[config.mk]
export PLATFORM = sky130hd
export DESIGN_NAME = cmd_frame_parser
export DESIGN_NICKNAME = d
export VERILOG_FILES = /design/src/rtl/cmd_frame_parser.sv
export SDC_FILE = /design/constraint.sdc
export NUM_CORES = 1
export LEC_CHECK = 0
export CAP_MARGIN = 0
export CORE_MARGIN = 3
export CORE_UTILIZATION = 30
export DETAILED_ROUTE_END_ITERATION = 16
export SETUP_SLACK_MARGIN = 0.4
export SKIP_CTS_REPAIR_TIMING = 1
export SYNTH_ARGS = -nofsm -noshare
export SYNTH_HDL_FRONTEND = slang
export SYNTH_SLANG_ARGS = --single-unit
[constraint.sdc]
create_clock -name CLK -period 1.5 [get_ports CLK]
set_clock_uncertainty 0.15 [all_clocks]
set_input_delay 0.375 -clock CLK [delete_from_list [all_inputs] [get_ports CLK]]
set_output_delay 0.375 -clock CLK [all_outputs]
set_load 0.02 [all_outputs]
[src/rtl/cmd_frame_parser.sv]
// cmd_frame_parser: assembles UART bytes into WR/RD/ALU command frames with valid/ready output and error strobe.
// Optional inter-byte frame timeout is compiled in with CMD_FRAME_TIMEOUT_EN.
module cmd_frame_parser #(
  parameter int DATA_WIDTH     = 8,
  parameter int ADDR_WIDTH     = 4,
  parameter int FUN_WIDTH      = 4,
  parameter int TIMEOUT_CYCLES = 1024
) (
  input  logic                  CLK,
  input  logic                  RST,
  input  logic [DATA_WIDTH-1:0] RX_P_DATA,
  input  logic                  RX_D_VLD,
  input  logic                  CMD_RDY,
  output logic                  CMD_VLD,
  output logic [1:0]            CMD_TYPE,
  output logic [ADDR_WIDTH-1:0] CMD_ADDR,
  output logic [DATA_WIDTH-1:0] CMD_DATA,
  output logic [DATA_WIDTH-1:0] CMD_OPA,
  output logic [DATA_WIDTH-1:0] CMD_OPB,
  output logic [FUN_WIDTH-1:0]  CMD_FUN,
  output logic                  ERR_VLD,
  output logic [1:0]            ERR_CODE,
  output logic                  BUSY
);
  typedef enum logic [2:0] {IDLE, WR_ADDR, WR_DATA, RD_ADDR, OPA, OPB, FUN, HOLD} state_t;
  state_t                state_q, state_d;
  logic [1:0]            type_q, type_d, err_code_q, err_code_d;
  logic                  err_vld_q, err_vld_d;
  logic [ADDR_WIDTH-1:0] addr_q, addr_d;
  logic [DATA_WIDTH-1:0] data_q, data_d, opa_q, opa_d, opb_q, opb_d;
  logic [FUN_WIDTH-1:0]  fun_q, fun_d;
  logic                  start, tmo, is_aa, is_bb, is_cc, is_dd;
  assign is_aa = RX_P_DATA == DATA_WIDTH'(8'hAA);
  assign is_bb = RX_P_DATA == DATA_WIDTH'(8'hBB);
  assign is_cc = RX_P_DATA == DATA_WIDTH'(8'hCC);
  assign is_dd = RX_P_DATA == DATA_WIDTH'(8'hDD);
  // An opcode is decoded in IDLE, or in HOLD when the held command is accepted the same cycle.
  assign start = RX_D_VLD && (state_q == IDLE || (state_q == HOLD && CMD_RDY));
`ifdef CMD_FRAME_TIMEOUT_EN
  localparam int CW = $clog2(TIMEOUT_CYCLES + 1);
  logic [CW-1:0] cnt_q, cnt_d;
  logic          collecting;
  assign collecting = !(state_q inside {IDLE, HOLD});
  assign cnt_d = (!collecting || RX_D_VLD) ? '0 : cnt_q + 1'b1;
  assign tmo = collecting && !RX_D_VLD && cnt_q == CW'(TIMEOUT_CYCLES - 1);
  always_ff @(posedge CLK or negedge RST)
    if (!RST) cnt_q <= '0;
    else cnt_q <= cnt_d;
`else
  assign tmo = 1'b0;
`endif
  always_comb begin
    state_d = state_q;
    type_d = type_q;
    addr_d = addr_q;
    data_d = data_q;
    opa_d = opa_q;
    opb_d = opb_q;
    fun_d = fun_q;
    err_vld_d = 1'b0;
    err_code_d = 2'b00;
    if (start) begin
      state_d = is_aa ? WR_ADDR : is_bb ? RD_ADDR : is_cc ? OPA : is_dd ? FUN : IDLE;
      type_d = is_aa ? 2'b00 : is_bb ? 2'b01 : is_cc ? 2'b10 : is_dd ? 2'b11 : type_q;
      err_vld_d = !(is_aa || is_bb || is_cc || is_dd);
      err_code_d = err_vld_d ? 2'b01 : 2'b00;
    end else if (tmo) begin
      state_d = IDLE;
      err_vld_d = 1'b1;
      err_code_d = 2'b11;
    end else if (RX_D_VLD) begin
      case (state_q)
        WR_ADDR: begin addr_d = RX_P_DATA[ADDR_WIDTH-1:0]; state_d = WR_DATA; end
        WR_DATA: begin data_d = RX_P_DATA; state_d = HOLD; end
        RD_ADDR: begin addr_d = RX_P_DATA[ADDR_WIDTH-1:0]; state_d = HOLD; end
        OPA:     begin opa_d = RX_P_DATA; state_d = OPB; end
        OPB:     begin opb_d = RX_P_DATA; state_d = FUN; end
        FUN:     begin fun_d = RX_P_DATA[FUN_WIDTH-1:0]; state_d = HOLD; end
        HOLD:    begin err_vld_d = 1'b1; err_code_d = 2'b10; end
        default: state_d = IDLE;
      endcase
    end else if (state_q == HOLD && CMD_RDY) begin
      state_d = IDLE;
    end
  end
  always_ff @(posedge CLK or negedge RST)
    if (!RST) begin
      state_q <= IDLE;
      type_q <= '0;
      addr_q <= '0;
      data_q <= '0;
      opa_q <= '0;
      opb_q <= '0;
      fun_q <= '0;
      err_vld_q <= 1'b0;
      err_code_q <= '0;
    end else begin
      state_q <= state_d;
      type_q <= type_d;
      addr_q <= addr_d;
      data_q <= data_d;
      opa_q <= opa_d;
      opb_q <= opb_d;
      fun_q <= fun_d;
      err_vld_q <= err_vld_d;
      err_code_q <= err_code_d;
    end
  assign CMD_VLD = state_q == HOLD;
  assign BUSY = state_q != IDLE;
  assign CMD_TYPE = type_q;
  assign CMD_ADDR = addr_q;
  assign CMD_DATA = data_q;
  assign CMD_OPA = opa_q;
  assign CMD_OPB = opb_q;
  assign CMD_FUN = fun_q;
  assign ERR_VLD = err_vld_q;
  assign ERR_CODE = err_code_q;
endmodule

# Word level (Yosys, flattened, before mapping)
# Index checks and enable logic that the tools add are counted.
# totals
regBits,40
latch_bits,0
ramBits,0
rom_bits,0
input_bits,12
word_cells,61
memories,0
# classes
n_addsub,0
multipliers,0
n_div,0
magnitude_cmp,0
eq_ne,12
shift,0
muxes,19
bitwise_logic,1
n_reduce_logical,20
# ops
cell,count
"== test 8 bit, second input constant",4
two-way mux 3 bit,7
case mux 3 bit (5 select lines),1
AND reduction 3 bit,5
two-way mux 2 bit,7
"== test 3 bit, second input constant",4
"== test 3 x 2 -> 1 bit, second input constant",2
nonzero test 3 bit,2
logical OR 1 bit,4
two-way mux 1 bit,4
AND reduction 2 bit,2
nonzero test 4 bit,1
"== test 3 x 1 -> 1 bit, second input constant",1
zero test 3 bit,1
"inequality test 3 x 2 -> 1 bit, second input constant",1
OR reduction 3 bit,1
logical AND 1 bit,2
OR reduction 2 bit,1
zero test 1 bit,1
inverter 1 bit,1

# Depth between registers and ports, before layout
# logic_depth
depth_word,6
mapped_depth,6

# Worst setup path before layout
# Ideal clock, no wire load.
# synth_path
path_kind,in2reg
from,input port RX_D_VLD
to,register opa_q[1] (netlist: CMD_OPA[1])
t_arrival_ns,1.282
t_required_ns,1.225
setup_slack_ns,-0.057
path_stages,4
cell_sequence,buf_2 nand2_1 nor3_4 mux2_2
# synth_via
elab_chain_cells,3
# synth_rtl
item,line,source
start: declaration,12,"input logic RX_D_VLD,"
logical AND 1 bit,38,assign start = RX_D_VLD && (state_q == IDLE || (state_q == HOLD && CMD_RDY));
inverter 1 bit (no source line),--,
AND reduction 3 bit (no source line) (*),--,
end signal: assignment,102,opa_q <= opa_d;
end: declaration,30,"logic [DATA_WIDTH-1:0] data_q, data_d, opa_q, opa_d, opb_q, opb_d;"
# Every way passes the cells marked *; elsewhere a longest branch is shown, timed or not.
# A chain may end at the register's enable or synchronous reset.

# Worst setup path after layout
# layout_path
from,register state_q[2]
to,output port BUSY
# layout_via
elab_chain_cells,1
# layout_rtl
item,line,source
start: declaration,26,"state_t state_q, state_d;"
start signal: assignment,98,state_q <= state_d;
nonzero test 3 bit,109,assign BUSY = state_q != IDLE;
end: declaration,23,output logic BUSY
# Every way passes these cells.

==> summary.md <==
| Metric | Value |
|---|---|
| Outcome | finished with violations |
| Violations in the final reports | negative setup slack |
| Final max-slew violation count | 0 |
| DRC errors left | 0 |
| Library cell contributing the largest single delay on the critical path | sky130_fd_sc_hd__dfrtp_1 |
| Delay-heaviest family, CP | flip-flops |
| P_leak | 1.53 nW |
| Number of endpoints failing setup at the final stage | 30 |
| Critical path cell sequence | nor3_2, inv_1, buf_6 |
| Pre-CTS setup slack | -0.533 ns |
| GRT Overall Usage | 14.0% |
| Power per unit of standard cell area | 2060 nW/um2 |
| Most used flip-flop cell after synthesis | sky130_fd_sc_hd__dfrtp_1 |
| Yosys top cell area share | 60.2% |
| Fraction of registers with async set/reset | 100% |
| Crit path time final | 1.68 ns |
| Area of the multi-input gates | 812 um2 |
| Initial antenna violation count | 0 |
| H-Tree Level Count | 2 |
| Capture point of the critical path | BUSY |
| Critical Path Sink Type | output port |
| Count leader, synth | sky130_fd_sc_hd__dfrtp_1 |
| Post-synthesis cell type count | 26 |
| Library cell used as clock root buffer | sky130_fd_sc_hd__clkbuf_8 |
| Clock slew at reported path FFs | 0.09 ns |
| Max-cap violation count | 0 |
| TritonCTS Buffers | 5 |
| Number of enable flip-flop cells after synthesis | 0 |
| Final Power | 0.00622 W |
| Critical path startpoint | state_q[2]$_DFFE_PN0P_ |
| Core region area | 5240 um2 |
| Area used by sequential logic in the layout | 1000 um2 |
| Count of standard-cell rows | 26 |
| Peak per-stage delay on the critical path | 0.44 ns |
| RSZ-0062 raised after global routing | true |
| Synth Area per Inst | 13.6 um2 |
| R2r worst-path depth | 5 |
| Number of warnings printed during yosys synthesis | 0 |
| Post-synthesis cell count | 122 |
| Endpoints failing hold | 0 |
| Number of synthesized register bits | 40 |
| Post-Layout Inst Area | 3020 um2 |
| Post-layout utilization of the core | 57.7% |
| Clk_lat worst skew | 0.29 ns |
| Number of port buffers | 50 |
| HP Start | RX_P_DATA[6] |
| Critical Path Source Type | register |
| CTS tree | built |
| Post-route worst setup slack | -0.184 ns |
| Dominant cell type by area after synthesis | sky130_fd_sc_hd__dfrtp_1 |
| Detailed Route Iter0 Violations | 45 |
| Die Footprint | 6470 um2 |
| Effective utilization at floorplan | 31.7% |
| Number of clock sinks seen by CTS | 40 |
| GRT Residual Overflow | 0 |
| Maximum net fanout on the critical path | 4 |
| ANT nets after route | 0 |
| Weighted congestion at the end of routability-driven global placement | 0.766 |
| Diodes inserted | 0 |
| Class of the worst hold path | in2reg |
| Worst slew pin tran | 0.256 ns |
| Worst R2R Start | state_q[2]$_DFFE_PN0P_ |
| Fill cell total of the finished layout | 419 |
| Worst Path Buf+Inv | 2 |
| Proportion of synthesized chip area in sequential cells | 60.2% |
| Top-Level Pins | 51 |
| Tightest hold margin | 0.360 ns |
| Worst IR drop on VDD | 1.16 mV |
| Vias per std cell | 4.72 |
| Area delta synth->final | 82.0% |
| Cell count along the critical path | 3 |
| Clock Tree Buf Depth | 2 |
| First-pass GRT wire length | 6.93 mm |
| Max Clock Freq | 594 MHz |
| Post-Syn Nets | 134 |
| Via count of the first global-routing pass | 1388 |
| Part of the cycle the worst path needs | 112% |
| Net count reported at finish | 235 |
| Max-slew headroom | 82.7% |
| Die Width | 80.4 um |
| Maximum number of pins on one net before global-route repair | 41 |
| Area contributors post-synth | sky130_fd_sc_hd__dfrtp_1 60%, sky130_fd_sc_hd__mux2_2 22%, sky130_fd_sc_hd__a21oi_1 2.1% |
| Data arrival at the endpoint of the critical path | 1.16 ns |
| Total via count in the routed design | 1389 |
| Estimated wirelength of the detail-placed design | 3.20 mm |
| Cell area after synthesis | 1660 um2 |
| Share of final-layout standard cells stronger than drive strength 1 | 66.5% |
| Post-place instance area | 2580 um2 |
| Reg2reg end | CMD_TYPE[0]$_DFFE_PN0P_ |
| Overall die height | 80.4 um |
| Data required time of the critical path | 0.97 ns |
| Average routed wire per standard cell | 16.0 um |
| Number of detailed-routing iterations run before antenna repair | 4 |
| Total detailed-routing wirelength | 4.72 mm |
| Most common library cells after synthesis | 40 x sky130_fd_sc_hd__dfrtp_1, 32 x sky130_fd_sc_hd__mux2_2, 7 x sky130_fd_sc_hd__a21oi_1 |
| Critical path type | reg2out |
| Setup slack, reg-to-reg | -0.11 ns |
[registers in the layout (all words and copies together) (netlist names)]
name and cells:
CMD_DATA 8, CMD_TYPE 2, state_q 3, ERR_VLD 1, CMD_OPA 8, CMD_FUN 4, CMD_ADDR 4, ERR_CODE 2
CMD_OPB 8
[cells in the final DEF (no fill, tap or decap), types with 3 or more instances in the layout]
| master | count |
|---|---|
| sky130_fd_sc_hd__mux2_4 | 22 |
| sky130_fd_sc_hd__mux2_2 | 10 |
| sky130_fd_sc_hd__a21oi_1 | 6 |
| sky130_fd_sc_hd__o21ai_0 | 3 |
| sky130_fd_sc_hd__buf_4 | 37 |
| sky130_fd_sc_hd__buf_6 | 49 |
| sky130_fd_sc_hd__dfrtp_1 | 40 |
| sky130_fd_sc_hd__nor2_1 | 3 |
| sky130_fd_sc_hd__dlymetal6s2s_1 | 8 |
| sky130_fd_sc_hd__clkbuf_8 | 5 |
[metal layers]
metal	track usage, %	vias up	part of all wire, %
met3	4.15	13	6.7
met4	5.24	0	2.8
met1	17.4	695	40
met2	22.8	45	50
met5	0	-	0
li1	-	636	-
[worst reg2reg max path, stage by stage (launching register included)]
cell and delay, ns:
sky130_fd_sc_hd__dfrtp_1 0.43, sky130_fd_sc_hd__buf_4 0.19, sky130_fd_sc_hd__and4_4 0.25, sky130_fd_sc_hd__o21ai_4 0.07, sky130_fd_sc_hd__or3_4 0.39, sky130_fd_sc_hd__nand3_1 0.07
[cell type report]
type	instances	share of cell area [%]
multi-input combinational	75	26.9
clock buffer	5	2.28
clock inverter	3	1.53
tap	70	2.90
inverter	1	0.124
sequential	40	33.1
timing repair buffer	100	33.2
[report_power, final]
group | internal [W] | total [W] | switching (W)
Sequential | 0.00157 | 0.00196 | 0.000385
Clock | 0.000501 | 0.000901 | 0.000400
Combinational | 0.00197 | 0.00336 | 0.00139
Total | 0.00404 | 0.00622 | 0.00218
[per-stage QoR]
step	cells	TNS, ns
floorplan	122	-0.126
global placement	270	-18.02
detailed placement	270	-18.54
CTS	278	-18.03
global route	294	-4.45
finish	294	-2.99
[logic make-up (layout without fill, tap and decap cells)]
logic type / Yosys count / count (layout) / share of synthesized area [%]
DFF: 40 / 40 / 60.2
muxes: 32 / 32 / 21.7
and+or+nand+nor: 27 / 27 / 10.2
AOI/OAI and AO/OA: 15 / 15 / 5.27
buffers and inverters: 7 / 109 / 2.03
xor gates and xnor gates: 1 / 1 / 0.527
[how the worst min path moves through the flow]
stage / to / cells after the start
4_1_cts: CMD_DATA[1]$_DFFE_PN0P_ / 2
6_report: CMD_OPA[6]$_DFFE_PN0P_ / 3
3_3_place_gp: CMD_FUN[1]$_DFFE_PN0P_ / 2
2_1_floorplan: CMD_ADDR[0]$_DFFE_PN0P_ / 0
3_5_place_dp: CMD_DATA[1]$_DFFE_PN0P_ / 2
5_1_grt: CMD_DATA[6]$_DFFE_PN0P_ / 3
Note: power is estimated with default switching activity, not from simulation.
